--- config.mk ---
export PLATFORM = sky130hd
export DESIGN_NAME = vga_scanout
export DESIGN_NICKNAME = d
export VERILOG_FILES = /design/src/rtl/vga_pkg.sv /design/src/rtl/vga_timing_gen.sv /design/src/rtl/vga_scanout.sv
export SDC_FILE = /design/constraint.sdc
export NUM_CORES = 1
export LEC_CHECK = 0
export ABC_AREA = 0
export BUFFER_PORTS_ARGS = -buffer_cell sky130_fd_sc_hd__buf_2
export CELL_PAD_IN_SITES_DETAIL_PLACEMENT = 1
export CELL_PAD_IN_SITES_GLOBAL_PLACEMENT = 1
export CORE_ASPECT_RATIO = 0.75
export CORE_MARGIN = 2
export CORE_UTILIZATION = 42
export CTS_BUF_LIST = sky130_fd_sc_hd__clkbuf_2
export DETAILED_ROUTE_END_ITERATION = 16
export PLACE_DENSITY = 0.92
export SYNTH_ARGS = -nofsm -noshare
export SYNTH_HDL_FRONTEND = slang
export SYNTH_SLANG_ARGS = --single-unit
--- constraint.sdc ---
create_clock -name clk -period 2.1 [get_ports clk]
set_input_delay 0.42 -clock clk [delete_from_list [all_inputs] [get_ports clk]]
set_output_delay 0.42 -clock clk [all_outputs]
set_load 0.01 [all_outputs]
--- src/rtl/vga_pkg.sv ---
// vga_pkg: 640x480@60 timing constants, raster total helper and scan-out FSM states.
package vga_pkg;
    localparam int VGA_H_ACTIVE = 640;
    localparam int VGA_H_FP     = 16;
    localparam int VGA_H_SYNC   = 96;
    localparam int VGA_H_BP     = 48;
    localparam int VGA_V_ACTIVE = 480;
    localparam int VGA_V_FP     = 10;
    localparam int VGA_V_SYNC   = 2;
    localparam int VGA_V_BP     = 33;

    function automatic int total4(input int active, input int fp, input int sync, input int bp);
        return active + fp + sync + bp;
    endfunction

    localparam int VGA_H_TOTAL = total4(VGA_H_ACTIVE, VGA_H_FP, VGA_H_SYNC, VGA_H_BP);
    localparam int VGA_V_TOTAL = total4(VGA_V_ACTIVE, VGA_V_FP, VGA_V_SYNC, VGA_V_BP);

    typedef enum logic [1:0] {
        IDLE  = 2'd0,
        RUN   = 2'd1,
        DRAIN = 2'd2
    } state_t;
endpackage

--- src/rtl/vga_timing_gen.sv ---
// vga_timing_gen: raster h/v counters with wrap, active-area and sync decode.
module vga_timing_gen
    import vga_pkg::*;
#(
    parameter int H_ACTIVE = VGA_H_ACTIVE,
    parameter int H_FP     = VGA_H_FP,
    parameter int H_SYNC   = VGA_H_SYNC,
    parameter int H_BP     = VGA_H_BP,
    parameter int V_ACTIVE = VGA_V_ACTIVE,
    parameter int V_FP     = VGA_V_FP,
    parameter int V_SYNC   = VGA_V_SYNC,
    parameter int V_BP     = VGA_V_BP,
    parameter int CNT_W    = 10
) (
    input  logic             clk,
    input  logic             rst_,
    input  logic             run,
    input  logic             clr,
    output logic [CNT_W-1:0] h_cnt,
    output logic [CNT_W-1:0] v_cnt,
    output logic             active,
    output logic             hsync,
    output logic             vsync,
    output logic             frame_end
);
    localparam logic [CNT_W-1:0] H_LAST = CNT_W'(total4(H_ACTIVE, H_FP, H_SYNC, H_BP) - 1);
    localparam logic [CNT_W-1:0] V_LAST = CNT_W'(total4(V_ACTIVE, V_FP, V_SYNC, V_BP) - 1);
    localparam logic [CNT_W-1:0] H_ACT  = CNT_W'(H_ACTIVE);
    localparam logic [CNT_W-1:0] V_ACT  = CNT_W'(V_ACTIVE);
    localparam logic [CNT_W-1:0] HS_ON  = CNT_W'(H_ACTIVE + H_FP);
    localparam logic [CNT_W-1:0] HS_OFF = CNT_W'(H_ACTIVE + H_FP + H_SYNC);
    localparam logic [CNT_W-1:0] VS_ON  = CNT_W'(V_ACTIVE + V_FP);
    localparam logic [CNT_W-1:0] VS_OFF = CNT_W'(V_ACTIVE + V_FP + V_SYNC);

    logic h_wrap, v_wrap;

    assign h_wrap    = h_cnt == H_LAST;
    assign v_wrap    = v_cnt == V_LAST;
    assign frame_end = h_wrap && v_wrap;
    assign active    = (h_cnt < H_ACT) && (v_cnt < V_ACT);
    assign hsync     = (h_cnt >= HS_ON) && (h_cnt < HS_OFF);
    assign vsync     = (v_cnt >= VS_ON) && (v_cnt < VS_OFF);

    always_ff @(posedge clk) begin
        if (!rst_ || clr) begin
            h_cnt <= '0;
            v_cnt <= '0;
        end else if (run) begin
            h_cnt <= h_wrap ? '0 : h_cnt + 1'b1;
            if (h_wrap)
                v_cnt <= v_wrap ? '0 : v_cnt + 1'b1;
        end
    end
endmodule

--- src/rtl/vga_scanout.sv ---
// vga_scanout: drains the pixel FIFO into a registered VGA output with sync/DE generation.
// Optional VGA_SCANOUT_UNDERFLOW_CNT_EN adds a saturating per-frame underflow counter.
module vga_scanout
    import vga_pkg::*;
#(
    parameter int                    DATA_WIDTH      = 12,
    parameter int                    H_ACTIVE        = VGA_H_ACTIVE,
    parameter int                    H_FP            = VGA_H_FP,
    parameter int                    H_SYNC          = VGA_H_SYNC,
    parameter int                    H_BP            = VGA_H_BP,
    parameter int                    V_ACTIVE        = VGA_V_ACTIVE,
    parameter int                    V_FP            = VGA_V_FP,
    parameter int                    V_SYNC          = VGA_V_SYNC,
    parameter int                    V_BP            = VGA_V_BP,
    parameter int                    CNT_W           = 10,
    parameter logic [DATA_WIDTH-1:0] UNDERFLOW_COLOR = 12'hF0F
) (
    input  logic                  clk,
    input  logic                  rst_,
    input  logic                  en,
    input  logic [DATA_WIDTH-1:0] in_data,
    input  logic                  in_rts,
    output logic                  in_rtr,
    output logic [DATA_WIDTH-1:0] rgb,
    output logic                  de,
    output logic                  hsync_n,
    output logic                  vsync_n,
    output logic                  frame_start,
    output logic                  underflow
`ifdef VGA_SCANOUT_UNDERFLOW_CNT_EN
    ,
    output logic [15:0]           underflow_cnt
`endif
);
    state_t           state;
    logic [CNT_W-1:0] h_cnt, v_cnt;
    logic             run, active, hsync, vsync, frame_end, origin;

    assign run    = state != IDLE;
    assign in_rtr = run && active;
    assign origin = (h_cnt == '0) && (v_cnt == '0);

    vga_timing_gen #(
        .H_ACTIVE(H_ACTIVE), .H_FP(H_FP), .H_SYNC(H_SYNC), .H_BP(H_BP),
        .V_ACTIVE(V_ACTIVE), .V_FP(V_FP), .V_SYNC(V_SYNC), .V_BP(V_BP),
        .CNT_W(CNT_W)
    ) u_timing (
        .clk(clk),
        .rst_(rst_),
        .run(run),
        .clr(state == IDLE),
        .h_cnt(h_cnt),
        .v_cnt(v_cnt),
        .active(active),
        .hsync(hsync),
        .vsync(vsync),
        .frame_end(frame_end)
    );

    // DRAIN keeps scanning until the raster's last pixel so a frame is never cut short
    always_ff @(posedge clk) begin
        if (!rst_) begin
            state       <= IDLE;
            rgb         <= '0;
            de          <= 1'b0;
            hsync_n     <= 1'b1;
            vsync_n     <= 1'b1;
            frame_start <= 1'b0;
            underflow   <= 1'b0;
        end else begin
            state <= state == IDLE ? ((en && in_rts) ? RUN : IDLE)
                   : en ? RUN
                   : (state == DRAIN && frame_end) ? IDLE : DRAIN;
            rgb         <= (run && active) ? (in_rts ? in_data : UNDERFLOW_COLOR) : '0;
            de          <= run && active;
            hsync_n     <= !(run && hsync);
            vsync_n     <= !(run && vsync);
            frame_start <= run && origin;
            underflow   <= run && active && !in_rts;
        end
    end

`ifdef VGA_SCANOUT_UNDERFLOW_CNT_EN
    always_ff @(posedge clk) begin
        if (!rst_)
            underflow_cnt <= '0;
        else if (frame_start)
            underflow_cnt <= {15'd0, underflow};
        else if (underflow && underflow_cnt != 16'hFFFF)
            underflow_cnt <= underflow_cnt + 16'd1;
    end
`endif
endmodule

== Word-level counts from Yosys, hierarchy flattened ==
Cells that the tools add are included.

* Bits in registers: 39
* Input port bits: 16
* Output and inout port bits: 18
* Word-level logic and storage cells: 52

* Add/sub/neg operators: 2
* Magnitude comparators: 6
* Equality and inequality tests: 3
* Mux-type cells: 7
* Reductions and logical operators: 24

{| class="wikitable"
|+ Operators by type and width
! kind !! number
|-
| $add A10 B1 Y10 const B || 2
|-
| $eq A10 B10 Y1 const B || 2
|-
| $logic_not A10 Y1 || 2
|-
| $lt A10 B10 Y1 const B || 2
|-
| $lt A10 B9 Y1 const B || 2
|-
| $mux W10 || 2
|-
| $logic_and A1 B1 Y1 || 12
|-
| $mux W12 || 1
|-
| $ge A10 B10 Y1 const B || 1
|-
| $ge A10 B9 Y1 const B || 1
|-
| $mux W2 || 3
|-
| $logic_not A1 Y1 || 4
|-
| $reduce_and A2 Y1 || 2
|-
| $reduce_and A3 Y1 || 1
|-
| $eq A2 B2 Y1 const B || 1
|-
| $logic_not A2 Y1 || 1
|-
| $reduce_bool A2 Y1 || 1
|-
| $logic_or A1 B1 Y1 || 1
|-
| $mux W1 || 1
|}

== Logic depth before layout (Yosys ltp) ==
Gate-level depths: netlist of the first run.

* Depth after elaboration: 6
* Mapped depth: 6
* Mapped depth without buffers: 6

== Hierarchy ==
Synthesis of the first run repeated with hierarchy kept, for this count alone.

* Cells, all modules: 183
* Area total of the unflattened synthesis: 1720.4 sq um

{| class="wikitable"
|+ Modules (own cells, without submodules)
! module !! instances !! cells an instance !! area each (sq um) !! sequential area each (sq um)
|-
| vga_timing_gen || 1 || 123 || 1094.8 || 400.4
|-
| vga_scanout || 1 || 60 || 625.6 || 380.4
|}

== Worst setup path after synthesis of the first run ==
OpenSTA, ideal clock, no wires.

* Kind: register -> register
* Start: register u_timing.h_cnt[0]
* End: register u_timing.v_cnt[6]
* Setup time: 0.069 ns
* Data arrival time: 1.611 ns
* Data required time: 2.031 ns
* Slack: 0.420 ns
* Stages on the path, launching flop included: 6
* Path buffers: 0
* Clock period less this slack: 1.680 ns
* Cell sequence: dfxtp_1 ha_1 o2111a_2 nand4_4 or4b_4 a21oi_2

* Cells in the longest elaborated chain, start to end: 2

{| class="wikitable"
|+ RTL lines
! element !! RTL line !! text
|-
| start: declaration || vga_timing_gen.sv:19 || <nowiki>output logic [CNT_W-1:0] h_cnt,</nowiki>
|-
| start signal: assignment || vga_timing_gen.sv:49 || <nowiki>h_cnt <= h_wrap ? '0 : h_cnt + 1'b1;</nowiki>
|-
| $eq A10 B10 Y1 || vga_timing_gen.sv:37 || <nowiki>assign h_wrap = h_cnt == H_LAST;</nowiki>
|-
| $reduce_and A2 Y1 (no line) || -- ||
|-
| end signal: assignment || vga_timing_gen.sv:51 || <nowiki>v_cnt <= v_wrap ? '0 : v_cnt + 1'b1;</nowiki>
|-
| end: declaration || vga_timing_gen.sv:20 || <nowiki>output logic [CNT_W-1:0] v_cnt,</nowiki>
|}

No other way between the ends.
A chain may end at the register's enable or synchronous reset.

== Worst setup path after layout of the first run ==
* Start: register u_timing.v_cnt[7]
* End: output in_rtr

* Cells in the longest elaborated chain, start to end: 3

{| class="wikitable"
|+ RTL lines
! element !! RTL line !! text
|-
| $lt A10 B9 Y1 || vga_timing_gen.sv:40 || <nowiki>assign active = (h_cnt < H_ACT) && (v_cnt < V_ACT);</nowiki>
|-
| $logic_and A1 B1 Y1 || vga_timing_gen.sv:40 ||
|-
| $logic_and A1 B1 Y1 || vga_scanout.sv:40 || <nowiki>assign in_rtr = run && active;</nowiki>
|-
| end: declaration || vga_scanout.sv:23 || <nowiki>output logic in_rtr,</nowiki>
|}

No other way between the ends.

==> results of run 1 <==
==> cells by family after synthesis <==
group	after synthesis	share of synthesized area (%)
AND/OR/NAND/NOR	74	27.87
flip-flops	39	47.52
AO/OA/AOI/OAI	30	10.81
buffers and inverters	18	4.646
XOR/XNOR	10	5.331
adder cells (fa/ha/maj)	5	3.808
==> state kept, by name, indices dropped and copies added, names as in the netlist <==
signal / cells
de: 1
frame_start: 1
hsync_n: 1
rgb: 12
state: 2
u_timing.h_cnt: 10
u_timing.v_cnt: 10
underflow: 1
vsync_n: 1
==> through the flow <==
stage                     worst slack [ps]  power, mW  cell area (um2)
after floorplan                      420.2     0.8053             1643
after global placement               348.5     0.8391             1857
after detailed placement             271.7     0.8435             1857
after CTS                            110.3      1.419             1947
after global routing                 16.45      1.468             1947
final                                126.8      1.407             1947
==> worst min-delay path by stage <==
stage	endpoint	slack [ps]	cells after the start
floorplan	hsync_n	410	1
global placement	u_timing.h_cnt[0]	450	1
detailed placement	hsync_n	460	1
CTS	rgb[4]	220	2
global route	rgb[4]	180	2
finish	rgb[4]	230	2
==> per-layer routing <==
metal  routed length, um  track usage (%)
met2                2002            33.50
met4                  75            7.792
met1                1944            26.11
met3                 181            4.517
met5                   0                0
==> power by group through the flow <==
stage	registers [mW]	clock network (mW)	logic, mW
2_1_floorplan	0.779	0	0.0263
3_3_place_gp	0.774	0	0.0652
3_5_place_dp	0.774	0	0.0691
4_1_cts	0.760	0.590	0.0697
5_1_grt	0.762	0.629	0.0765
6_report	0.759	0.579	0.0686
==> final cells by class <==
type	instances	area, um2
well taps	52	65.06
flip-flops and latches	39	780.7
repair buffers	34	172.7
clock buffers	6	30.03
inverters	14	52.55
multi-input cells	119	785.8
fillers	467	1762
clock inverters	2	60.06
==> cell usage in the layout, fill, tap and decap left out, types with 3 or more instances in the layout <==
cell       n
buf_2     33
a21oi_1   15
nand4_1    5
xor2_1     6
or4_1      3
xnor2_1    4
nor3_1     3
nor2_1    12
nand2_1    9
nor4_1     6
nand3_1    9
clkbuf_2   6
ha_1       5
and3_1     9
dfxtp_1   39
o21ai_0    6
and3_2     3
inv_1     14
o31ai_1    3
==> worst max-delay path: cells and delay by family (launching register included) <==
kind / cells / cell delay [ps]
DFF: 1 / 400
buffers and inverters: 1 / 190
and+or+nand+nor: 2 / 570
==> metrics.txt, run 1 <==
final std cells w/o fill=266; FMAX=506.8 MHz; asr flop ratio synth=0%; Die ar.=0.004433 mm2; first-pass GRT wire length=7010 um; Worst-path clk slew=210 ps; initial core utilization=44.30%; Synth top cells by count=dfxtp_1 (39), a21oi_1 (15), inv_1 (14); largest net degree at the start of global routing=15; worst reg2reg startpoint=u_timing.h_cnt[0]; Placed Cells=258; Pwr Density=722.5 mW/mm2; worst skew pair latency=400 ps; core area=0.003709 mm2; worst slew pin tran=548.1 ps; Routed WL per cell=15.80 um; sum of negative setup slack=0 ps; GRT overflow=0; clock sinks=39; crit path max fanout=5; GP Congestion=0.7996; Max-Cap Viols=0; ant diodes=0; Root Driver=clkbuf_2; Die H=58.17 um; Static Leak=0.8151 nW; synthesized flop and latch total=39; share of cells above drive strength 1=24.30%; DR iter-0 viols=73; WHS=232.7 ps; antenna violations before repair=0; Post-Synthesis Cell Area=0.001643 mm2; IO buf count=33; Min-Delay Path Class=input pin to register; relative max-transition margin=63.22%; # hold bufs at CTS=0; Seq/Total Area, Yosys=47.52%; WP data arrival=1550 ps; RSZ-0062 raised after global routing=no; Clk pwr share=41.1%; sw frac=21.20%; fin nets=234; cell accounting for the most synthesized area=dfxtp_1; Worst setup startpoint=u_timing.v_cnt[7]; # Post-CTS Setup Buffers=0; status=finished, final reports clean; worst path required time=1680 ps; total CTS buffers=5; Finished Core Util=52.50%; Via density=5.410; Post-synth EDFFs=0; r2r setup slk=220 ps; CP max-delay cell=dfxtp_1; register share of total power=54.0%; top cells by area, synth=dfxtp_1 (48%), a21oi_1 (4.6%), ha_1 (3.8%), and3_1 (3.4%), inv_1 (3.2%); CTS tree=yes; Worst Clk Skew=16.43 ps; Final Hold Fails=0; final setup fails=0; routed vias=1439; Max stage delay on crit path=400 ps; maximum clock path buffer count=2; Remaining DRCs=0; IO Count=34; syn_area_per_cell=9.334 um2; total track usage=20.19%; internal power=1.108 mW; synthesis warning total=0; CP Launch Type=register; WS Path Type=register to output pin; crit path time final=1973 ps; crit-path cells=and4_1 > nor4b_2 > buf_2; Die Width=76.22 um; peak supply drop=457.4 uV; CP endpoint=in_rtr; number of global-route vias before repair=1438; Reg2Reg Depth=5; # rows=19; final worst-path cycle share=93.96%; TritonRoute pass-1 iters=4; cell with the most instances after synthesis=dfxtp_1; Antenna Nets Post-Route=0; HPWL after detailed placement=3116 um; H-tree depth=2; Pins Over Slew Limit=0; P_sw=0.2983 mW; Synth top area share=47.52%; Syn Inst Count=176; number of distinct library cells after synthesis=36; combinational group share of total power=4.9%; PostCTS Resize Cnt=0; synthesized net count=197; Crit. End Element=output pin; area added between synthesis and finish=18.51%; R2R Path End=u_timing.v_cnt[6]; ys flop type=dfxtp_1; Hold Startpoint=in_data[4]; Routed WL=4204 um
No activity file was read; power rests on OpenSTA's default activity.
==> run 2, diff against run 1 <==
Settings changed: CORE_UTILIZATION 42 to 40, PLACE_DENSITY 0.92 to 0.88, SETUP_SLACK_MARGIN set to 0.2.
==> metrics.txt, run 2 (synthesized netlist as in run 1, its figures left out) <==
most frequent cells in the layout=buf_2 (33), dfxtp_1 (28), a21oi_1 (15); status=finished, final reports clean; Pins Over Slew Limit=0; GRT overflow=0; Static Leak=0.8373 nW; H-tree depth=2; Total Power=1.171 mW; Worst-path clk slew=210 ps; maximum clock path buffer count=2; multi-input logic area=799.5 um2; Routed WL=4187 um; number of global-route vias before repair=1339; IO buf count=33; clock sinks=39; CP endpoint=in_rtr; top flop regs=rgb (12), u_timing.h_cnt (10), u_timing.v_cnt (10); total track usage=18.69%; IO Count=34; HPWL after detailed placement=2980 um; # hold bufs at CTS=0; Placed Area=0.001861 mm2; relative max-transition margin=60.99%; max FFs per register=12; WS Path Type=register to output pin; Via density=5.304; share of cells above drive strength 1=32.58%; Routed WL per cell=15.17 um; core area=0.004004 mm2; first-pass GRT wire length=6451 um; sum of negative setup slack=0 ps; Design Area, Final=0.001991 mm2; Worst setup startpoint=state[0]; # rows=20; Root Driver=clkbuf_2; Remaining DRCs=0; Antenna Nets Post-Route=0; DR iter-0 viols=31; Crit. End Element=output pin; RSZ-0062 raised after global routing=yes; area added between synthesis and finish=21.17%; R2R Path End=u_timing.v_cnt[7]; Worst Slack Setup Final=252.4 ps; Min-Delay Path Class=input pin to register; fin nets=241; Worst Clk Skew=21.51 ps; worst skew pair latency=430 ps; GP Congestion=0.7998; TritonRoute pass-1 iters=4; Reg2Reg Depth=5; total CTS buffers=5; largest reg by FF count=rgb; Die H=59.50 um; CTS tree=yes; Die ar.=0.004641 mm2; Post-Place Setup Slack=256.8 ps; commonest non-fill, non-tap cell in the layout=buf_2; routed vias=1464; Fill cells=511; sequential cell area=799.5 um2; Finished Core Util=49.72%; Max-Cap Viols=0; r2r setup slk=300 ps; Final Hold Fails=0; Die Width=78 um; initial core utilization=41.03%; antenna violations before repair=0; Pwr Density=588.3 mW/mm2; CP Launch Type=register; crit path time final=1848 ps; final worst-path cycle share=87.98%; WP data arrival=1430 ps; worst path required time=1680 ps; largest net degree at the start of global routing=15; crit path max fanout=5; FMAX=541.2 MHz; final setup fails=0; peak supply drop=411.2 uV; worst reg2reg startpoint=u_timing.h_cnt[0]; ant diodes=0; worst slew pin tran=581.3 ps
[run 2: final cells by class]
class                   instances  share of cell area [%]
clock inverters                 3                   1.006
flip-flops and latches         39                   40.16
multi-input cells             119                   40.16
well taps                      55                   3.457
inverters                      14                   2.640
repair buffers                 41                   11.31
clock buffers                   5                   1.257
[run 2: how the worst min path moves through the flow]
stage                     cells past startpoint  slack (ps)                 to         startpoint
after floorplan                               1         410            hsync_n  u_timing.h_cnt[9]
after global placement                        1         450  u_timing.h_cnt[0]  u_timing.h_cnt[0]
after detailed placement                      1         460  u_timing.h_cnt[0]  u_timing.h_cnt[0]
after CTS                                     3         170             rgb[8]         in_data[8]
after global routing                          3         180             rgb[8]         in_data[8]
final                                         3         190             rgb[8]         in_data[8]
[run 2: timing repair]
action,CTS,global route
gates resized for setup,10,7
buffers inserted,6,1
endpoints found under the setup margin,2,5
pin swaps,1,1
[run 2: through the flow]
step	std cells	hold WS [ps]
after floorplan	176	410.2
after global placement	261	447.7
after detailed placement	261	455.9
after CTS	275	169.5
after global routing	276	182.5
final	276	188.6
[run 2: worst max-delay path, stage by stage (launching register included)]
cell and delay [ps]:
dfxtp_2 400, nor2_1 360, nor4b_4 80, buf_2 150
[run 2: metal layers]
layer | routed length [um] | global-route usage (%) | part of all wire [%]
met1 | 1884 | 24.53 | 45
met4 | 60 | 6.767 | 1.4
met5 | 0 | 0 | 0
met2 | 1959 | 30.42 | 47
met3 | 282 | 4.573 | 6.7
[run 2: report_power, final]
group / switching (mW) / internal (mW)
clock network: 0.265 / 0.0785
registers: 0.00595 / 0.752
logic: 0.0406 / 0.0291
total: 0.312 / 0.859
==> run 3, diff against run 2 <==
Settings changed: SYNTH_HIERARCHICAL set to 1.
==> metrics.txt, run 3 <==
Via density=5.498; CTS tree=yes; Pwr Density=606.8 mW/mm2; Static Leak=0.9066 nW; worst skew pair latency=430 ps; Finished Core Util=52.79%; Routed WL=5192 um; asr flop ratio synth=0%; cell accounting for the most synthesized area=dfxtp_1; sum of negative setup slack=0 ps; FMAX=509.0 MHz; routed vias=1567; Worst setup startpoint=u_timing/v_cnt[6]; initial core utilization=42.18%; Seq/Total Area, Yosys=45.38%; Worst Clk Skew=30.69 ps; total track usage=21.42%; synthesized flop and latch total=39; number of global-route vias before repair=1483; most frequent cells in the layout=buf_2 (32), dfxtp_1 (23), nor2_1 (20); Root Driver=clkbuf_2; maximum clock path buffer count=2; worst slew pin tran=580.2 ps; Reg2Reg Depth=4; Hold Path Depth=2; Synth top area share=45.38%; Die H=60.80 um; total CTS buffers=5; # rows=20; Final Hold Fails=0; Min-Delay Path Class=input pin to register; worst path required time=1680 ps; GP Congestion=0.8889; H-tree depth=2; peak supply drop=337.5 uV; WS Path Type=register to output pin; worst reg2reg startpoint=u_timing/h_cnt[5]; crit path max fanout=5; max FFs per register=12; syn_area_per_cell=9.401 um2; Synth top cells by count=dfxtp_1 (39), nor2_1 (20), inv_1 (14); final setup fails=0; final worst-path cycle share=93.55%; Worst-path clk slew=210 ps; fin nets=249; core area=0.004079 mm2; Hold Path Sink=state[1]; synthesis warning total=6; Syn Inst Count=183; Post-Synthesis Cell Area=0.001720 mm2; Pins Over Slew Limit=0; synthesized net count=203; top cells by area, synth=dfxtp_1 (45%), nor4_1 (4.7%), nor2_1 (4.4%), xnor2_1 (4.1%), xor2_1 (3.6%); internal power=0.9840 mW; TritonRoute pass-1 iters=4; top flop regs=rgb (12), u_timing/h_cnt (10), u_timing/v_cnt (10); RSZ-0062 raised after global routing=yes; Max-Cap Viols=0; HPWL after detailed placement=3375 um; clock sinks=39; Worst Slack Setup Final=135.4 ps; ant diodes=0; GRT overflow=0; IO buf count=33; largest net degree at the start of global routing=15; Antenna Nets Post-Route=0; Placed Area=0.001939 mm2; antenna violations before repair=0; Post-Place Setup Slack=162.6 ps; share of cells above drive strength 1=37.83%; Post-synth EDFFs=0; status=finished, final reports clean; CP Launch Type=register; Design Area, Final=0.002153 mm2; area added between synthesis and finish=25.16%; first-pass GRT wire length=7645 um; cell with the most instances after synthesis=dfxtp_1; commonest non-fill, non-tap cell in the layout=buf_2; crit path time final=1965 ps; Die Width=79.73 um; P_sw=0.3225 mW; register share of total power=57.4%; r2r setup slk=210 ps; ys flop type=dfxtp_1; Die ar.=0.004847 mm2; Crit. End Element=output pin; Remaining DRCs=0; number of distinct library cells after synthesis=41; DR iter-0 viols=70; R2R Path End=u_timing/v_cnt[7]; Routed WL per cell=18.22 um; combinational group share of total power=6.5%; WP data arrival=1540 ps; sw frac=24.69%; relative max-transition margin=60.96%; IO Count=34; Hold Startpoint=en; largest reg by FF count=rgb; Clk pwr share=36.1%
## run 3: cell types whose count changed in the layout (fill, tap and decap cells not counted), moves of 4 or more
cell	previous run	this run
nor4_1	6	12
nor2_1	12	20
a21oi_1	15	9
and3_1	9	5
dfxtp_4	2	7
xnor2_1	4	8
dfxtp_1	28	23
## run 3: how the worst max path moves through the flow
stage,end
after floorplan,u_timing/v_cnt[7]
after global placement,u_timing/v_cnt[7]
after detailed placement,u_timing/v_cnt[7]
after CTS,in_rtr
after global routing,in_rtr
final,in_rtr
## run 3: cell type report
type                       instances  area (um2)
clock inverter                     3       43.79
timing repair buffer              44       254.0
sequential                        39       818.3
multi-input combinational        124       884.6
tap                               55       68.82
inverter                          15       58.81
fill                             504        1926
clock buffer                       5       25.02
## run 3: per-layer routing
metal | track usage, % | share of wire [%]
met1 | 28.79 | 40
met2 | 33.01 | 50
met3 | 5.357 | 7.0
met4 | 9.606 | 2.2
met5 | 0 | 0
## run 3: power by group through the flow
stage          clock [mW]  sequential (mW)  combinational [mW]
6_report            0.472            0.750              0.0848
5_1_grt             0.514            0.752              0.0920
3_5_place_dp            0            0.773              0.0760
3_3_place_gp            0            0.771              0.0727
4_1_cts             0.482            0.757              0.0814
2_1_floorplan           0            0.777              0.0371
## run 3: stage by stage
| stage | instances | hold slack, ps | power (mW) |
|---|---|---|---|
| after detailed placement | 269 | 545.4 | 0.8486 |
| final | 285 | 143.0 | 1.307 |
| after global placement | 269 | 521.4 | 0.8441 |
| after global routing | 285 | 116.9 | 1.358 |
| after CTS | 280 | 123.8 | 1.320 |
| after floorplan | 183 | 479.3 | 0.8142 |
## run 3: critical path, cell delays in order, from the launching register on
cell	delay (ps)
dfxtp_2	430
and3_4	220
nand2_4	50
and3b_1	180
o21a_4	120
buf_6	120
## run 3: logic make-up (layout without fill, tap and decap cells)
group	after synthesis	in the layout	share of synthesized area [%]
AO/OA/AOI/OAI	19	19	7.419
XOR/XNOR	15	15	7.637
adder cells (fa/ha/maj)	4	4	2.909
buffers and inverters	20	67	5.600
flip-flops	39	39	45.38
multiplexers	2	2	1.164
AND/OR/NAND/NOR	84	84	29.89
## run 3: what timing repair did
item                                    4_1_cts  5_1_grt
hold buffers                                  0        0
pin swaps                                     1        4
cloned                                        0        0
resized for setup                            17       16
endpoints found under the setup margin        9       13
buffers inserted                              3        5
